**config.mk**
```make
export PLATFORM = sky130hd
export DESIGN_NAME = peak_finder
export DESIGN_NICKNAME = d
export VERILOG_FILES = /design/src/rtl/peak_finder.sv
export SDC_FILE = /design/constraint.sdc
export NUM_CORES = 1
export LEC_CHECK = 0
export ABC_AREA = 1
export CORE_ASPECT_RATIO = 0.9
export CORE_MARGIN = 5
export CORE_UTILIZATION = 57
export DETAILED_ROUTE_END_ITERATION = 10
export PLACE_DENSITY = 0.8
export SLEW_MARGIN = 20
export SYNTH_ARGS = -nofsm -noshare
export SYNTH_HDL_FRONTEND = slang
export SYNTH_SLANG_ARGS = --single-unit
```
**constraint.sdc**
```tcl
create_clock -name clk -period 2.7 [get_ports clk]
set_input_delay 0.54 -clock clk [delete_from_list [all_inputs] [get_ports clk]]
set_output_delay 0.54 -clock clk [all_outputs]
set_load 0.01 [all_outputs]
```
**src/rtl/peak_finder.sv**
```systemverilog
// Pulse extractor for a filtered ADC stream: tracks peak amplitude, peak time, time-over-threshold
// and pile-up per pulse, and hands out one record per pulse through a one-deep valid/ready register.
module peak_finder #(
   parameter int unsigned DATA_WIDTH = 16,
   parameter int unsigned TIME_WIDTH = 32,
   parameter int unsigned WIDTH_BITS = 8,
   parameter int unsigned HOLDOFF    = 8
) (
   input  logic                  clk,
   input  logic                  reset,
   input  logic [DATA_WIDTH-1:0] input_data,
   input  logic [DATA_WIDTH-1:0] threshold,
   input  logic                  enable,
   input  logic                  out_ready,
   output logic                  out_valid,
   output logic [DATA_WIDTH-1:0] out_amplitude,
   output logic [TIME_WIDTH-1:0] out_time,
   output logic [WIDTH_BITS-1:0] out_width,
   output logic                  out_pileup,
   output logic [15:0]           lost_count
);

   typedef enum logic [1:0] {StIdle, StAbove, StHold} state_e;

   localparam logic [7:0]            HoldInit = 8'(HOLDOFF);
   localparam logic [WIDTH_BITS-1:0] WidthMax = {WIDTH_BITS{1'b1}};

   state_e                  state_q, state_d;
   logic [TIME_WIDTH-1:0]   ts_q, ts_x_q;
   logic [DATA_WIDTH-1:0]   x_q, prev_q;
   logic [DATA_WIDTH-1:0]   amp_q, amp_d;
   logic [TIME_WIDTH-1:0]   time_q, time_d;
   logic [WIDTH_BITS-1:0]   width_q, width_d;
   logic                    falling_q, falling_d;
   logic                    pileup_q, pileup_d;
   logic [7:0]              hold_q, hold_d;
   logic                    valid_q, valid_d;
   logic [DATA_WIDTH-1:0]   o_amp_q, o_amp_d;
   logic [TIME_WIDTH-1:0]   o_time_q, o_time_d;
   logic [WIDTH_BITS-1:0]   o_width_q, o_width_d;
   logic                    o_pileup_q, o_pileup_d;
   logic [15:0]             lost_q, lost_d;
   logic                    above, emit;

   assign above = $signed(x_q) > $signed(threshold);
   assign emit  = (state_q == StAbove) && !above;

   always_ff @(posedge clk) begin
      if (reset) begin
         state_q    <= StIdle;
         ts_q       <= '0;
         ts_x_q     <= '0;
         x_q        <= '0;
         prev_q     <= '0;
         amp_q      <= '0;
         time_q     <= '0;
         width_q    <= '0;
         falling_q  <= 1'b0;
         pileup_q   <= 1'b0;
         hold_q     <= '0;
         valid_q    <= 1'b0;
         o_amp_q    <= '0;
         o_time_q   <= '0;
         o_width_q  <= '0;
         o_pileup_q <= 1'b0;
         lost_q     <= '0;
      end else begin
         state_q    <= state_d;
         ts_q       <= ts_q + TIME_WIDTH'(1);
         // The sample carries the timestamp of the cycle it was presented in.
         ts_x_q     <= ts_q;
         x_q        <= input_data;
         prev_q     <= x_q;
         amp_q      <= amp_d;
         time_q     <= time_d;
         width_q    <= width_d;
         falling_q  <= falling_d;
         pileup_q   <= pileup_d;
         hold_q     <= hold_d;
         valid_q    <= valid_d;
         o_amp_q    <= o_amp_d;
         o_time_q   <= o_time_d;
         o_width_q  <= o_width_d;
         o_pileup_q <= o_pileup_d;
         lost_q     <= lost_d;
      end
   end

   always_comb begin
      state_d   = state_q;
      amp_d     = amp_q;
      time_d    = time_q;
      width_d   = width_q;
      falling_d = falling_q;
      pileup_d  = pileup_q;
      hold_d    = hold_q;
      unique case (state_q)
         StIdle: begin
            if (enable && above) begin
               state_d   = StAbove;
               amp_d     = x_q;
               time_d    = ts_x_q;
               width_d   = WIDTH_BITS'(1);
               falling_d = 1'b0;
               pileup_d  = 1'b0;
            end
         end
         StAbove: begin
            if (above) begin
               if (width_q != WidthMax) width_d = width_q + WIDTH_BITS'(1);
               // Strict compare keeps the earliest sample of a flat-topped peak.
               if ($signed(x_q) > $signed(amp_q)) begin
                  amp_d  = x_q;
                  time_d = ts_x_q;
               end
               if ($signed(x_q) < $signed(prev_q)) falling_d = 1'b1;
               if (falling_q && ($signed(x_q) > $signed(prev_q))) pileup_d = 1'b1;
            end else begin
               hold_d  = HoldInit;
               state_d = (HOLDOFF == 0) ? StIdle : StHold;
            end
         end
         StHold: begin
            hold_d = hold_q - 8'd1;
            if (hold_q <= 8'd1) state_d = StIdle;
         end
         default: state_d = StIdle;
      endcase
   end

   always_comb begin
      valid_d    = valid_q;
      o_amp_d    = o_amp_q;
      o_time_d   = o_time_q;
      o_width_d  = o_width_q;
      o_pileup_d = o_pileup_q;
      lost_d     = lost_q;
      if (emit) begin
         if (!valid_q || out_ready) begin
            valid_d    = 1'b1;
            o_amp_d    = amp_q;
            o_time_d   = time_q;
            o_width_d  = width_q;
            o_pileup_d = pileup_q;
         end else if (lost_q != 16'hFFFF) begin
            lost_d = lost_q + 16'd1;
         end
      end else if (valid_q && out_ready) begin
         valid_d = 1'b0;
      end
   end

   assign out_valid     = valid_q;
   assign out_amplitude = o_amp_q;
   assign out_time      = o_time_q;
   assign out_width     = o_width_q;
   assign out_pileup    = o_pileup_q;
   assign lost_count    = lost_q;

endmodule

```
[Word-level counts from Yosys, hierarchy flattened]
Index checks and enable logic that the tools add are counted.
Word-level totals
  flip-flop bits (word level): 238
  bits in latches: 0
  bits in writable memories: 0
  ROM bits: 0
  input bits: 36
  output and inout bits: 74
  word-level logic and storage cells: 88
  memories kept: 0
Cells by class
  add/sub/neg operators: 4
  multiply operators: 0
  div/mod/pow operators: 0
  magnitude comparators: 5
  eq/ne operators: 13
  shift operators: 0
  mux-type cells: 28
  bitwise logic cells: 1
  reduce and logical (&&, ||, !) cells: 20
Operators by type and width (count)
  $mux 32: 3
  $pmux 32 s2: 1
  $gt 16x16->1: 3
  $mux 16: 3
  $add 32x1->32 const B: 1
  $mux 8: 4
  $pmux 16 s2: 1
  $pmux 8 s2: 2
  $add 16x1->16 const B: 1
  $lt 16x16->1: 1
  $ne 16x16->1 const B: 1
  $reduce_and 4->1: 4
  $ne 2x1->1 const B: 5
  $add 8x1->8 const B: 1
  $le 8x1->1 const B: 1
  $mux 1: 8
  $ne 2x2->1 const B: 4
  $ne 8x8->1 const B: 1
  $sub 8x1->8 const B: 1
  $mux 2: 3
  $pmux 2 s3: 1
  $reduce_and 2->1: 3
  $reduce_and 3->1: 2
  $reduce_bool 2->1: 3
  8 further kinds: 13

[Depth between registers and ports, before layout]
Gate-level depths: netlist (run 1).
  word-level depth: 5
  mapped depth: 21
  mapped depth without buffers: 19

[Worst setup path after synthesis (run 1)]
No wires, ideal clock.
  path kind: input-to-reg
  from: in threshold[15]
  to: reg amp_q[0]
  library setup time: 110 ps
  data arrival time: 2238 ps
  required time: 2590 ps
  slack: 352 ps
  cell stages on the path: 17
  path buffers: 2
  cell sequence: inv_1 > ha_1 > nand2_1 > nor2_2 > nand2_1 > nor2_2 > nand2_1 > nand3_1 > nand2_1 > nand2_2 > nand3_1 > nand2_2 > buf_2 > buf_2 > nand4_1 > nand2_1 > nor2_1
Between the ends
  cells in the longest elaborated chain, start to end: 4
  elaborated cells between the ends (all ways): 5
Ends and longest elaborated chain
  start: declaration: RTL line 12  | input logic [DATA_WIDTH-1:0] threshold,
  $gt 16x16->1 (*): RTL line 45  | assign above = $signed(x_q) > $signed(threshold);
  $logic_and 1x1->1: RTL line 99  | if (enable && above) begin
  $ne 2x2->1 (no source line)
  $reduce_and 4->1 (no source line) (*)
  end signal: assignment: RTL line 74  | amp_q <= amp_d;
  end: declaration: RTL line 31  | logic [DATA_WIDTH-1:0] amp_q, amp_d;
Mark *: on every way between the ends. The rest lies on a longest branch, timed or not.
A chain may end at the register's enable or synchronous reset.

[Final worst setup path (run 1)]
  from: in threshold[15]
  to: reg o_time_q[27], in the netlist out_time[27]
Between the ends
  cells in the longest elaborated chain, start to end: 4
Ends and longest elaborated chain
  $gt 16x16->1: RTL line 45
  $logic_not 1->1: RTL line 46  | assign emit = (state_q == StAbove) && !above;
  $logic_and 1x1->1: RTL line 46
  $reduce_and 2->1 (no source line)
  end signal: assignment: RTL line 82  | o_time_q <= o_time_d;
  end: declaration: RTL line 39  | logic [TIME_WIDTH-1:0] o_time_q, o_time_d;
No other way between the ends.

==> metrics.md, run 1 <==
| Metric | Value |
|---|---|
| Outcome | completed |
| Crit Path Max Fanout | 24 |
| Critical path's top delay family | simple AND/OR/NAND/NOR gates |
| Post-Syn Area per Cell | approximately 7.0 um^2 |
| Seq pwr share | 0.401 |
| CTS tree | built |
| Relative slew margins | 0.476 |
| Fin cells | 1943 |
| Slew Limit Fails | 0 |
| Synth-to-Final Area Change | 22.2% |
| Max H-tree Level | 1 |
| Hold Fails Final Rpt | 0 |
| Number of CTS-inserted buffers | 24 |
| Antenna Cells | 0 |
| Std-Cell Rows | between 40 and 50 |
| EDFF count, synth | 0 |
| Flop2flop setup slack | ~0.3 ns |
| Longest Clk Path Bufs | 3 |
| Layout cells sized above 1 | 0.0656 |
| Height of the die | ~140 um |
| Comb pwr share | 0.248 |
| Switch share | 0.303 |
| DRC Markers | 0 |
| Top_reg_cell synth | dfxtp_1 |
| Worst slack, placed | -0.419 ns |
| Placed Cells incl. Taps | 1899 |
| Post-DRT Antenna Nets | 0 |
| Drt pass-1 iters | 5 |
| Pin count of the biggest net entering global routing | 160 |
| Worst Tran Pin Value | about 0.79 ns |
| Cell mode on critical path | nand2_1 |
| Count of different cell masters after synthesis | 38 |
| Kind of start point of the critical path | input pin |
| RSZ-0062 raised after global routing | no |
| Psw | 3.09 mW |
| Max Cap Violations | 0 |
| Clock transition at the registers of the reported paths | 0.06 ns |
| Final TNS setup | 0 ns |
| Initial Utilization | 0.578 |
| Int Power | approximately 7.1 mW |
| Fmax | about 400 MHz |
| First-pass GRT wire length | 43800 um |
| Fin crit period | 2.49 ns |
| Worst path cell trace | clkdlybuf4s50_1, inv_1, ha_1, nand2_1, nor2_4, nand2_1, nor2_2, nand2_1, nand3_1, nand2_1, nand2_2, nand2_2, nand2_4, inv_4, nand2_4, clkbuf_16, nand2_1, a21oi_1 |
| VDD IR-drop max | approximately 530 uV |
| CTS sink count | 238 |
| Skew-Pair Late Insertion Delay | 0.51 ns |
| Ys async rst share | 0 |
| Die area | 0.0222 mm^2 |
| Final Wtd Congestion | 0.892 |
| Worst setup EP type | flop |
| Period Utilization, post-route | 0.923 |
| Total number of vias | 9942 |
| WHS | just over 0.4 ns |
| Hold Crit Class | in -> reg |
| Wire per inst | 13.7 um |
| Worst Skew | 0.0133 ns |
| Final worst slack | 0.207 ns |
| Slowest stage delay, CP | 0.45 ns |
| Syn Nets | between 1.5k and 2k |
| Final setup vio count | 0 |
| Core outline area | approximately 0.019 mm^2 |
| Final WL | 26600 um |
| Via density | 5.12 |
| Worst setup path category | in -> reg |
| #FFs+latches synth | 238 |
| Register area | between 0.004 and 0.005 mm^2 |
| Final #Nets | 1766 |
| CP arrival | 2.91 ns |
| Power Dens Cells | 758 mW/mm^2 |
| Layout fillers | between 1.5k and 2k |
| Synthesized instance count | 1573 |
| Vias in the first global route | 9162 |
| P_leak | 5.90 nW |
| Post-DP HPWL | 18000 um |
| Ports | 110 |
| Post-layout util | 0.706 |
| Clk network pwr share | 0.350 |
| Area of the multi-input gates | 0.00483 mm^2 |
| Initial drt markers | roughly 750 |
| CP required | 3.12 ns |
| Ys Warns | 0 |
| CP bufs+invs | 4 |
| Sequential area share after synthesis | 0.432 |
| Critical path's slowest cell | clkdlybuf4s50_1 |
| Clk root buf | clkbuf_16 |
| IO buf count | 109 |
| Global Route Usage Sum | 0.234 |
| Syn Std Cell Area | approximately 0.011 mm^2 |
| DIE WIDTH | 157 um |
| Initial antenna violation count | 0 |
| Total grt overflow | 0 |
==> sequential cells by signal, summed over array words and instances, names as in the netlist <==
name,flops
hold_q,8
x_q,16
state_q,2
out_amplitude,16
ts_x_q,32
out_time,32
out_width,8
ts_q,32
lost_count,16
pileup_q,1
width_q,8
time_q,32
falling_q,1
out_pileup,1
prev_q,16
amp_q,16
out_valid,1
==> per-layer routing <==
layer / global-route usage / wire [um]
met2: 0.372 / 12200
met4: 0.0539 / 544
met5: 0 / 0
met3: 0.0374 / 1720
met1: 0.336 / 12100
==> logic make-up after synthesis <==
family / synth area share
simple gates: 0.292
buf+inv: 0.133
flops: 0.432
compound gates: 0.0734
fa+ha+maj: 0.0601
xor+xnor: 0.00953
==> power by group through the flow <==
stage | logic (mW) | clock network, mW | registers (mW)
2_1_floorplan | 1.72 | 0 | 4.12
3_3_place_gp | 2.37 | 0 | 4.16
3_5_place_dp | 2.44 | 0 | 4.17
4_1_cts | 2.47 | 3.63 | 4.09
5_1_grt | 2.89 | 3.79 | 4.14
6_report | 2.54 | 3.58 | 4.10
==> worst min-delay path, delay by kind of cell <==
kind,cells,cell delay [ns]
buffers and inverters,2,0.22
AND/OR/NAND/NOR,2,0.13
==> what timing repair did <==
action                                  CTS  global route
hold buffers                              0             0
gates resized for setup                   0             8
endpoints found under the setup margin    0            83
setup buffers                             0             0
endpoints found under the hold margin     0             0
==> placed cells by master (no fill, tap or decap), types with 3 or more instances in the layout <==
cell / synthesis / final
a31oi_1: 4 / 4
nor3b_1: 4 / 4
nand4_1: 68 / 68
nand3_2: 2 / 3
nand2_1: 336 / 335
nor3_1: 24 / 24
clkdlybuf4s50_1: 0 / 108
or2_2: 5 / 5
inv_2: 6 / 7
xor2_1: 7 / 7
xnor2_1: 5 / 5
nand2_2: 3 / 3
buf_12: 0 / 12
ha_1: 53 / 53
a21oi_1: 121 / 120
dfxtp_1: 238 / 238
clkinv_2: 0 / 5
clkbuf_16: 0 / 27
o21a_1: 3 / 3
nor4_1: 6 / 5
nand3_1: 91 / 90
nor2_2: 4 / 4
inv_1: 298 / 296
nor2_1: 189 / 188
bufinv_16: 0 / 4
buf_4: 0 / 23
o21ai_0: 22 / 22
clkbuf_8: 0 / 7
==> final timing paths <==
path,start,endpoint,cells after the start
max,threshold[15],out_time[27],18
min,reset,ts_q[11],4
max reg2reg,lost_count[0],lost_count[13],10
min reg2reg,ts_q[1],ts_x_q[1],2
==> stage by stage <==
step | total power, mW | instance area [um^2]
global placement | 6.53 | 12500
detailed placement | 6.61 | 12500
CTS | 10.2 | 13400
finish | 10.2 | 13500
floorplan | 5.84 | 11000
global route | 10.8 | 13500
==> Yosys cell counts (2+ instances only) <==
master | number | share of area
clkbuf_1 | 39 | 0.013
nor3_1 | 24 | 0.011
o21bai_1 | 2 | 0.0014
nand2_2 | 3 | 0.0017
buf_6 | 6 | 0.0061
dfxtp_1 | 238 | 0.43
nand4_1 | 68 | 0.039
nand3_1 | 91 | 0.041
ha_1 | 53 | 0.060
inv_2 | 6 | 0.0020
or2_2 | 5 | 0.0028
xor2_1 | 7 | 0.0056
buf_2 | 17 | 0.0077
and3_1 | 2 | 0.0011
buf_1 | 6 | 0.0020
o21a_1 | 3 | 0.0020
nor4_1 | 6 | 0.0034
a31oi_1 | 4 | 0.0023
o21ai_0 | 22 | 0.010
nor3b_1 | 4 | 0.0027
inv_1 | 298 | 0.10
xnor2_1 | 5 | 0.0040
nor2_2 | 4 | 0.0023
nor2_1 | 189 | 0.064
o31ai_1 | 2 | 0.0014
nand2_1 | 336 | 0.11
a21oi_1 | 121 | 0.055
nand3_2 | 2 | 0.0018
==> cell type report <==
type,instances,share of cell area
sequential,238,0.353
tap,250,0.0232
clock buffer,33,0.0538
clock inverter,9,0.0108
inverter,305,0.0851
multi-input combinational,962,0.358
timing repair buffer,146,0.115
Power figures use the tool's default switching activity.
==> inputs of run 2 (changes only) <==
--- a/config.mk
+++ b/config.mk
@@ -6,7 +6,8 @@
 export NUM_CORES = 1
 export LEC_CHECK = 0
 export ABC_AREA = 1
-export CORE_ASPECT_RATIO = 0.9
+export CAP_MARGIN = 0
+export CORE_ASPECT_RATIO = 1.4
 export CORE_MARGIN = 5
 export CORE_UTILIZATION = 57
 export DETAILED_ROUTE_END_ITERATION = 10
==> run 2 against run 1 <==
Largest cell class unchanged. Critical endpoint is now time_q[4]. First-iteration DRC count is 19% lower. Clock power is 2% lower. Largest power group unchanged. Register-to-register slack lost 0.06 ns. Sequential share of layout area about the same. Routed wire length is 7.4% higher. Power down 0.40%. Utilization fell by 0.22 points.
==> metrics.md, run 2 (same netlist as run 1, synthesis figures left out) <==
| Metric | Value |
|---|---|
| Outcome | completed |
| CTS tree | built |
| IO buf count | 109 (unchanged) |
| Longest Clk Path Bufs | 3 (unchanged) |
| Placed Area | 0.0125 mm^2 (about the same) |
| Period Utilization, post-route | 0.958 (+0.0344) |
| Leading cell type in the layout, fill and taps excluded | nand2_1 |
| Critical path's slowest cell | clkdlybuf4s50_1 |
| Clk root buf | clkbuf_16 |
| Drt pass-1 iters | 5 (unchanged) |
| Synth-to-Final Area Change | 22.1% (about the same) |
| CP arrival | 3.01 ns (+0.10 ns) |
| Worst Tran Pin Value | 0.661 ns (-0.125 ns) |
| P_leak | 5.90 nW (about the same) |
| Most frequent cells in the layout | 335 x nand2_1, 296 x inv_1, 238 x dfxtp_1 |
| Layout fillers | 1580 (+5.1%) |
| Clk network pwr share | 0.344 (-0.006) |
| Height of the die | 175 um (+23%) |
| Final Wtd Congestion | 0.852 (-4.5%) |
| Skew-Pair Late Insertion Delay | 0.52 ns (about the same) |
| Pin count of the biggest net entering global routing | 96 (-40%) |
| Max Cap Violations | 0 (unchanged) |
| Final instance area | 0.0135 mm^2 (about the same) |
| Post-DP HPWL | 20000 um (+11%) |
| Worst setup path category | in -> reg |
| Number of CTS-inserted buffers | 24 (unchanged) |
| Fmax | 387 MHz (-3.6%) |
| CTS Hold Bufs | 0 (unchanged) |
| Post-DRT Antenna Nets | 0 (unchanged) |
| Seq pwr share | 0.405 (+0.004) |
| DIE WIDTH | 128 um (-19%) |
| Critical path's top delay family | simple AND/OR/NAND/NOR gates |
| Initial drt markers | 609 (-19%) |
| Wire per inst | 14.6 um (+6.8%) |
| Total grt overflow | 0 (unchanged) |
| Crit Path Max Fanout | 24 (unchanged) |
| Switch share | 0.316 (+0.0134) |
| First-pass GRT wire length | 46000 um (+5.1%) |
| Final setup vio count | 0 (unchanged) |
| Initial antenna violation count | 0 (unchanged) |
| Fin crit period | 2.59 ns (+0.0930 ns) |
| CP required | 3.13 ns (about the same) |
| DRC Markers | 0 (unchanged) |
| Die area | 0.0223 mm^2 (+0.16%) |
| Slew Limit Fails | 0 (unchanged) |
| Final WL | 28500 um (+7.4%) |
| Worst Skew | 0.0170 ns (+0.00378 ns) |
| Initial Utilization | 0.576 (-0.00136) |
| Total power | 10.2 mW (-0.40%) |
| Via density | 5.25 (+2.7%) |
| Clock transition at the registers of the reported paths | 0.06 ns (about the same) |
| Total number of vias | 10.3k (+3.2%) |
| Int Power | 6.96 mW (-2.3%) |
| Std-Cell Rows | 60 (+25%) |
| Layout cells sized above 1 | 0.0709 (+0.00536) |
| Antenna Cells | 0 (unchanged) |
| VDD IR-drop max | 494 uV (-6.0%) |
| CTS sink count | 238 (unchanged) |
| Max H-tree Level | 1 (unchanged) |
| Ports | 110 (unchanged) |
| Global Route Usage Sum | 0.248 (+0.0144) |
| Hold Fails Final Rpt | 0 (unchanged) |
| Psw | 3.22 mW (+4.0%) |
| Comb pwr share | 0.251 (+0.003) |
| CP bufs+invs | 4 (unchanged) |
| Core outline area | 0.0191 mm^2 (+0.24%) |
| Kind of start point of the critical path | input pin |
| Hold Crit Class | in -> reg |
| Vias in the first global route | 10.1k (+9.9%) |
| Power Dens Cells | 756 mW/mm^2 (-0.32%) |
| Worst path cell trace | clkdlybuf4s50_1, inv_1, ha_1, nand2_1, nor2_4, buf_4, a21oi_2, nand4_1, nand2_2, nand2_2, nand2_4, buf_4, nand4_1, nand2_1, nor2_1 |
| Final #Nets | 1778 (+0.68%) |
| Relative slew margins | 0.556 (+0.0801) |
| Slowest stage delay, CP | 0.46 ns (about the same) |
| Worst setup EP type | flop |
==> run 2: cell count changes in the layout (fill, tap and decap cells not counted), moves of 2 or more <==
cell,previous run,this run
clkbuf_1,1,3
buf_4,23,41
nand3_2,3,1
clkinv_8,0,2
buf_12,12,6
==> run 2: layout make-up <==
| type | count | area (um^2) | area share |
|---|---|---|---|
| tap | 248 | 310 | 0.0230 |
| clock inverter | 10 | 151 | 0.0112 |
| inverter | 305 | 1150 | 0.0854 |
| sequential | 238 | 4760 | 0.354 |
| clock buffer | 33 | 694 | 0.0516 |
| multi-input combinational | 962 | 4830 | 0.358 |
| timing repair buffer | 158 | 1570 | 0.117 |
==> run 2: path summary, 6_finish.rpt <==
path / start / end / slack [ns] / depth (start not counted)
setup reg to reg: amp_q[7] / time_q[4] / 0.24 / 14
hold / removal: reset / ts_x_q[18] / 0.41 / 2
setup / recovery: threshold[15] / time_q[4] / 0.11 / 15
hold reg to reg: falling_q / falling_q / 0.45 / 2
==> run 2: worst register-to-register path, stage by stage, from the launching register on <==
cell,delay (ns)
dfxtp_1,0.35
inv_1,0.08
ha_1,0.31
a21o_1,0.18
nor2_1,0.13
nand2_1,0.12
nand2_1,0.10
nand3_1,0.07
nand2_1,0.07
nand2_1,0.04
nand2_1,0.17
buf_4,0.37
nand4_1,0.23
nand2_1,0.11
nor2_1,0.04
==> run 2: timing repair <==
action,CTS,global route
setup buffers,0,3
gates resized for setup,0,10
endpoints found under the setup margin,0,121
==> run 2: power by group through the flow <==
stage | sequential [mW] | clock (mW) | combinational, mW
final | 4.13 | 3.50 | 2.56
after global routing | 4.16 | 3.69 | 2.90
after detailed placement | 4.19 | 0 | 2.44
after floorplan | 4.12 | 0 | 1.72
after CTS | 4.12 | 3.54 | 2.48
after global placement | 4.18 | 0 | 2.37
==> run 2: metrics by stage <==
stage / util / std cells / setup slack [ns] / TNS (ns) / hold WS (ns)
detailed placement: 0.654 / 1906 / -0.361 / -43.62 / 0.445
finish: 0.704 / 1954 / 0.114 / 0 / 0.411
CTS: 0.698 / 1949 / 0.146 / 0 / 0.395
global route: 0.704 / 1954 / -0.0256 / -0.130 / 0.425
floorplan: - / 1573 / 0.352 / 0 / 0.420
global placement: 0.654 / 1906 / -0.314 / -35.91 / 0.440
==> run 2: metal layers <==
layer / share of wire / track usage / vias to the layer above / routed length (um)
met4: 0.047 / 0.119 / 0 / 1340
met3: 0.042 / 0.0300 / 93 / 1190
met5: 0 / 0 / - / 0
li1: - / - / 5127 / -
met2: 0.55 / 0.484 / 284 / 15600
met1: 0.37 / 0.256 / 4760 / 10400
==> edit 1 (config.mk and constraints of run 1) <==
Take the reset off `ts_q` and load it in a clocked block of its own.
--- a/src/rtl/peak_finder.sv
+++ b/src/rtl/peak_finder.sv
@@ -48,7 +48,6 @@
    always_ff @(posedge clk) begin
       if (reset) begin
          state_q    <= StIdle;
-         ts_q       <= '0;
          ts_x_q     <= '0;
          x_q        <= '0;
          prev_q     <= '0;
@@ -66,7 +65,6 @@
          lost_q     <= '0;
       end else begin
          state_q    <= state_d;
-         ts_q       <= ts_q + TIME_WIDTH'(1);
          // The sample carries the timestamp of the cycle it was presented in.
          ts_x_q     <= ts_q;
          x_q        <= input_data;
@@ -84,6 +82,10 @@
          o_pileup_q <= o_pileup_d;
          lost_q     <= lost_d;
       end
+   end
+
+   always_ff @(posedge clk) begin
+      ts_q <= ts_q + TIME_WIDTH'(1);
    end
 
    always_comb begin
Check against the original RTL: not equivalent (Yosys sat finds a counterexample within 4 cycles, from zero or initial values and one cycle with reset high).
==> edit 1 against run 1 <==
Clock power about the same. Sequential cell count unchanged. Critical path type unchanged. Critical path depth did not move. Design area shrank 0.99%. Sequential share of layout area is 0.35 points higher. Total power decreased by 12%. Combinational power fell by 41%. Worst setup slack worse by 0.070 ns. Largest cell class is now flip-flops and latches. Area after synthesis decreased by 1.4%. Routed wire length shrank 6.7%. Die area fell by 1.3%. Synthesized cell count decreased by 5.0%.
==> edit 1: results (changes against run 1) <==
status=complete, no violations; largest fanout on the critical path=21 (-13%); clock period minus final worst setup slack=2.563 ns (+0.07019 ns); WL final=24,780 um (-6.7%); TritonCTS buffer count=25 (+4.2%); Filler cells=1,531 (+1.8%); Setup WS pre-CTS=-0.4023 ns (+0.01691 ns); vias in the first global route=9,410 (+2.7%); DR vias=9,542 (-4.0%); DPL Wire Length=16,890 um (-6.0%); worst r2r src=amp_q[15]$_SDFFE_PP0P_; clk_lat worst skew=0.52 ns; Worst Hold Class=reg2reg; CP delay by family, top=simple AND/OR/NAND/NOR gates; largest net degree at the start of global routing=147 (-8.1%); R2R Setup Slk=0.14 ns (-0.16 ns); first-pass GRT wire length=42,670 um (-2.5%); Slowest Stage Delay on Critical Path=0.45 ns (about the same); clock skew=0.009786 ns (-0.003464 ns); syn avg cell area=7.275 um2 (+3.7%); R2R depth=13 (+3); fraction of layout cells with a size suffix above 1=6.950% (+0.39 points); Area growth, synth to finish=22.71%; Placed Cells=1,827 (-3.8%); Peak VDD IR=565.0 uV (+7.5%); synth top area cells=dfxtp_1 (44%), inv_1 (10%), nand2_1 (10%); crit path launch=threshold[15]; hold path cells=1 (-3); Worst Setup EP=time_q[23]$_SDFFE_PP0P_; placed cell areas=12,390 um2 (-1.1%); antenna cell count=0 (unchanged); actual slew at the worst max-slew pin=0.6648 ns (-0.1215 ns); Starting DRT DRC Count=608 (-19%); Synth top cells by count=inv_1 (293), nand2_1 (292), dfxtp_1 (238); syn_nets=1,584 (-4.7%); placer congestion estimate=0.8607 (-3.6%); ys flop type=dfxtp_1; Synth Warn #=0 (unchanged); Post-synth ARST share=0% (unchanged); CP arrival=3.01 ns (+0.10 ns); fin nets=1,697 (-3.9%); Tot GR Track Use=22.61% (-0.76 points); Vias/cell=5.086 (-0.60%); IO Port Bufs=109 (unchanged); LEAKAGE=6.088 nW (+3.2%); post-synth cell types=39 (+2.6%); initial antenna violation count=0 (unchanged); sequential area share after synthesis=43.81% (+0.61 points)
-- edit 1: final cells by class --
type	count	share of cell area (%)
repair buffers	152	11.92
inverters	295	8.297
well taps	250	2.344
multi-input cells	896	35.19
flip-flops and latches	238	35.70
clock inverters	9	0.9562
clock buffers	36	5.597
-- edit 1: worst min path at each step --
stage | from | slack, ns | endpoint
final | ts_q[0]$_DFF_P_ | 0.44 | ts_q[0]$_DFF_P_
after global routing | ts_q[0]$_DFF_P_ | 0.46 | ts_q[0]$_DFF_P_
after CTS | ts_q[0]$_DFF_P_ | 0.44 | ts_q[0]$_DFF_P_
after detailed placement | ts_q[0]$_DFF_P_ | 0.43 | ts_q[0]$_DFF_P_
after global placement | ts_q[0]$_DFF_P_ | 0.40 | ts_q[0]$_DFF_P_
after floorplan | ts_q[0]$_DFF_P_ | 0.39 | ts_q[0]$_DFF_P_
-- edit 1: cell families after synthesis --
family	share of synthesized area, %
and+or+nand+nor	26.80
buffers and inverters	13.44
xor gates and xnor gates	3.382
DFF	43.81
AOI/OAI and AO/OA	6.477
adders and majority gates	6.097
-- edit 1: repair_timing --
action / in CTS / in global routing
setup buffers: 0 / 4
endpoints found under the setup margin: 0 / 75
resized for setup: 0 / 8
-- edit 1: layer usage --
layer / track usage [%] / up-vias / share of wire (%)
met2: 40.34 / 194 / 50
met1: 28.83 / 4433 / 44
met3: 3.131 / 49 / 3.8
li1: - / 4866 / -
met4: 5.758 / 0 / 2.0
met5: 0 / - / 0
-- edit 1: where the power goes --
group / internal [mW] / switching (mW)
clock: 2.21 / 1.38
sequential: 3.75 / 0.138
combinational: 0.602 / 0.884
==> edit 2 (settings of run 1) <==
Without the edit above. Set the parameter `DATA_WIDTH` to 32 (it was 16).
--- a/src/rtl/peak_finder.sv
+++ b/src/rtl/peak_finder.sv
@@ -1,7 +1,7 @@
 // Pulse extractor for a filtered ADC stream: tracks peak amplitude, peak time, time-over-threshold
 // and pile-up per pulse, and hands out one record per pulse through a one-deep valid/ready register.
 module peak_finder #(
-   parameter int unsigned DATA_WIDTH = 16,
+   parameter int unsigned DATA_WIDTH = 32,
    parameter int unsigned TIME_WIDTH = 32,
    parameter int unsigned WIDTH_BITS = 8,
    parameter int unsigned HOLDOFF    = 8
Interface: changed (resized input_data, out_amplitude and threshold); port bits go from 110 to 158. The function was not compared with the original's and may differ.
==> edit 2 against run 1 <==
Area after synthesis up 31%. Total power up 17%. Sequential cell count up 64. Worst setup slack worse by 0.11 ns. Design area up 33%. Count of clock-buffer cells in the layout up 8. Clock power up 35%. Routed wire length up 32%. Largest cell class unchanged.
==> edit 2: results (changes against run 1) <==
status=complete, no violations; Synth top cells by count=nand2_1 (400), inv_1 (399), dfxtp_1 (302); placer congestion estimate=0.8829 (-1.1%); CP delay by family, top=buffers and inverters; IO Port Bufs=157 (+44%); Tot GR Track Use=23.34% (-0.030 points); Synth Area in Adders=8.727% (+2.7 points); H-tree Lvls=1 (unchanged); Worst Hold End=ts_x_q[16]$_SDFF_PP0_; sequential area share after synthesis=41.75% (-1.4 points); DPL Wire Length=23,960 um (+33%); clk_lat worst skew=0.56 ns (+0.05 ns); clock skew=0.01922 ns (+0.005971 ns); TritonCTS buffer count=31 (+29%); synth top area cells=dfxtp_1 (42%), nand2_1 (10%), inv_1 (10%); Synth Area in Compound Gates=7.405% (+0.066 points); largest fanout on the critical path=14 (-42%); fraction of layout cells with a size suffix above 1=6.903% (+0.35 points); vias in the first global route=12.72k (+39%); R2R depth=17 (+7); worst r2r src=x_q[15]$_SDFF_PP0_; Synth Area in XOR/XNOR=1.028% (+0.075 points); WHS=0.3540 ns (-0.05827 ns); Internal=8.727 mW (+22%); WL final=35,160 um (+32%); max_slew headroom=61.14% (+14 points); syn_nets=2,201 (+32%); Reg-to-Reg End=time_q[25]$_SDFFE_PP0P_; R2R Setup Slk=0.18 ns (-0.12 ns)
## edit 2: changes by cell type in the layout (fill, tap and decap cells not counted), moves of 41 or more
cell / before / now
inv_1: 296 / 399
dfxtp_1: 238 / 301
nand2_1: 335 / 395
clkdlybuf4s50_1: 108 / 156
a21oi_1: 120 / 163
ha_1: 53 / 96
nor2_1: 188 / 229
## edit 2: final cells by class
cell class | count | area, um2
Clock inverter | 13 | 271.5
Inverter | 402 | 1516
Sequential cell | 302 | 6047
Multi-Input combinational cell | 1239 | 6598
Tap cell | 342 | 427.9
Timing Repair Buffer | 205 | 2183
Fill cell | 1989 | 7181
Clock buffer | 41 | 893.4
## edit 2: power by group through the flow
stage	clock network (mW)	registers (mW)	logic, mW
6_report	4.82	4.94	2.20
2_1_floorplan	0	4.98	1.44
5_1_grt	5.07	4.97	2.51
4_1_cts	4.88	4.93	2.03
3_3_place_gp	0	5.02	1.94
3_5_place_dp	0	5.03	2.00
## edit 2: metal layers
layer  up-vias  global-route usage [%]  wire, um
met5         -                       0         0
met4         0                   6.678       879
met3        65                   3.300      1987
met2       373                   41.71     17180
met1      6072                   29.26     15120
li1       6643                       -         -
## edit 2: repair_timing
action                                  4_1_cts  5_1_grt
gates resized for setup                       0       40
endpoints found under the setup margin        0      168
buffers inserted                              0        3
## edit 2: cell families (layout without fill, tap and decap cells)
kind of cell / count (synthesis) / count (layout)
flops: 302 / 302
fa+ha+maj: 101 / 101
compound gates: 206 / 206
buf+inv: 491 / 661
simple gates: 915 / 915
xor+xnor: 17 / 17
## edit 2: stage by stage
step	TNS, ns	cells	cell area [um2]	worst slack [ns]
floorplan	0	2032	14480	0.3741
global placement	-62.07	2483	16470	-0.4439
detailed placement	-78.53	2483	16470	-0.5526
CTS	0	2537	17630	0.02089
global route	-0.6002	2544	17940	-0.04921
finish	0	2544	17940	0.09894
## edit 2: how the worst max path moves through the flow
stage                     slack [ns]     startpoint                 endpoint
after floorplan                 0.37  threshold[31]   amp_q[23]$_SDFFE_PP0P_
after global placement         -0.44   threshold[5]  width_q[2]$_SDFFE_PP0P_
after detailed placement       -0.55  threshold[31]  width_q[5]$_SDFFE_PP0P_
after CTS                       0.02  threshold[31]  width_q[5]$_SDFFE_PP0P_
after global routing           -0.05   threshold[7]    amp_q[0]$_SDFFE_PP0P_
final                            0.1  threshold[15]  time_q[25]$_SDFFE_PP0P_
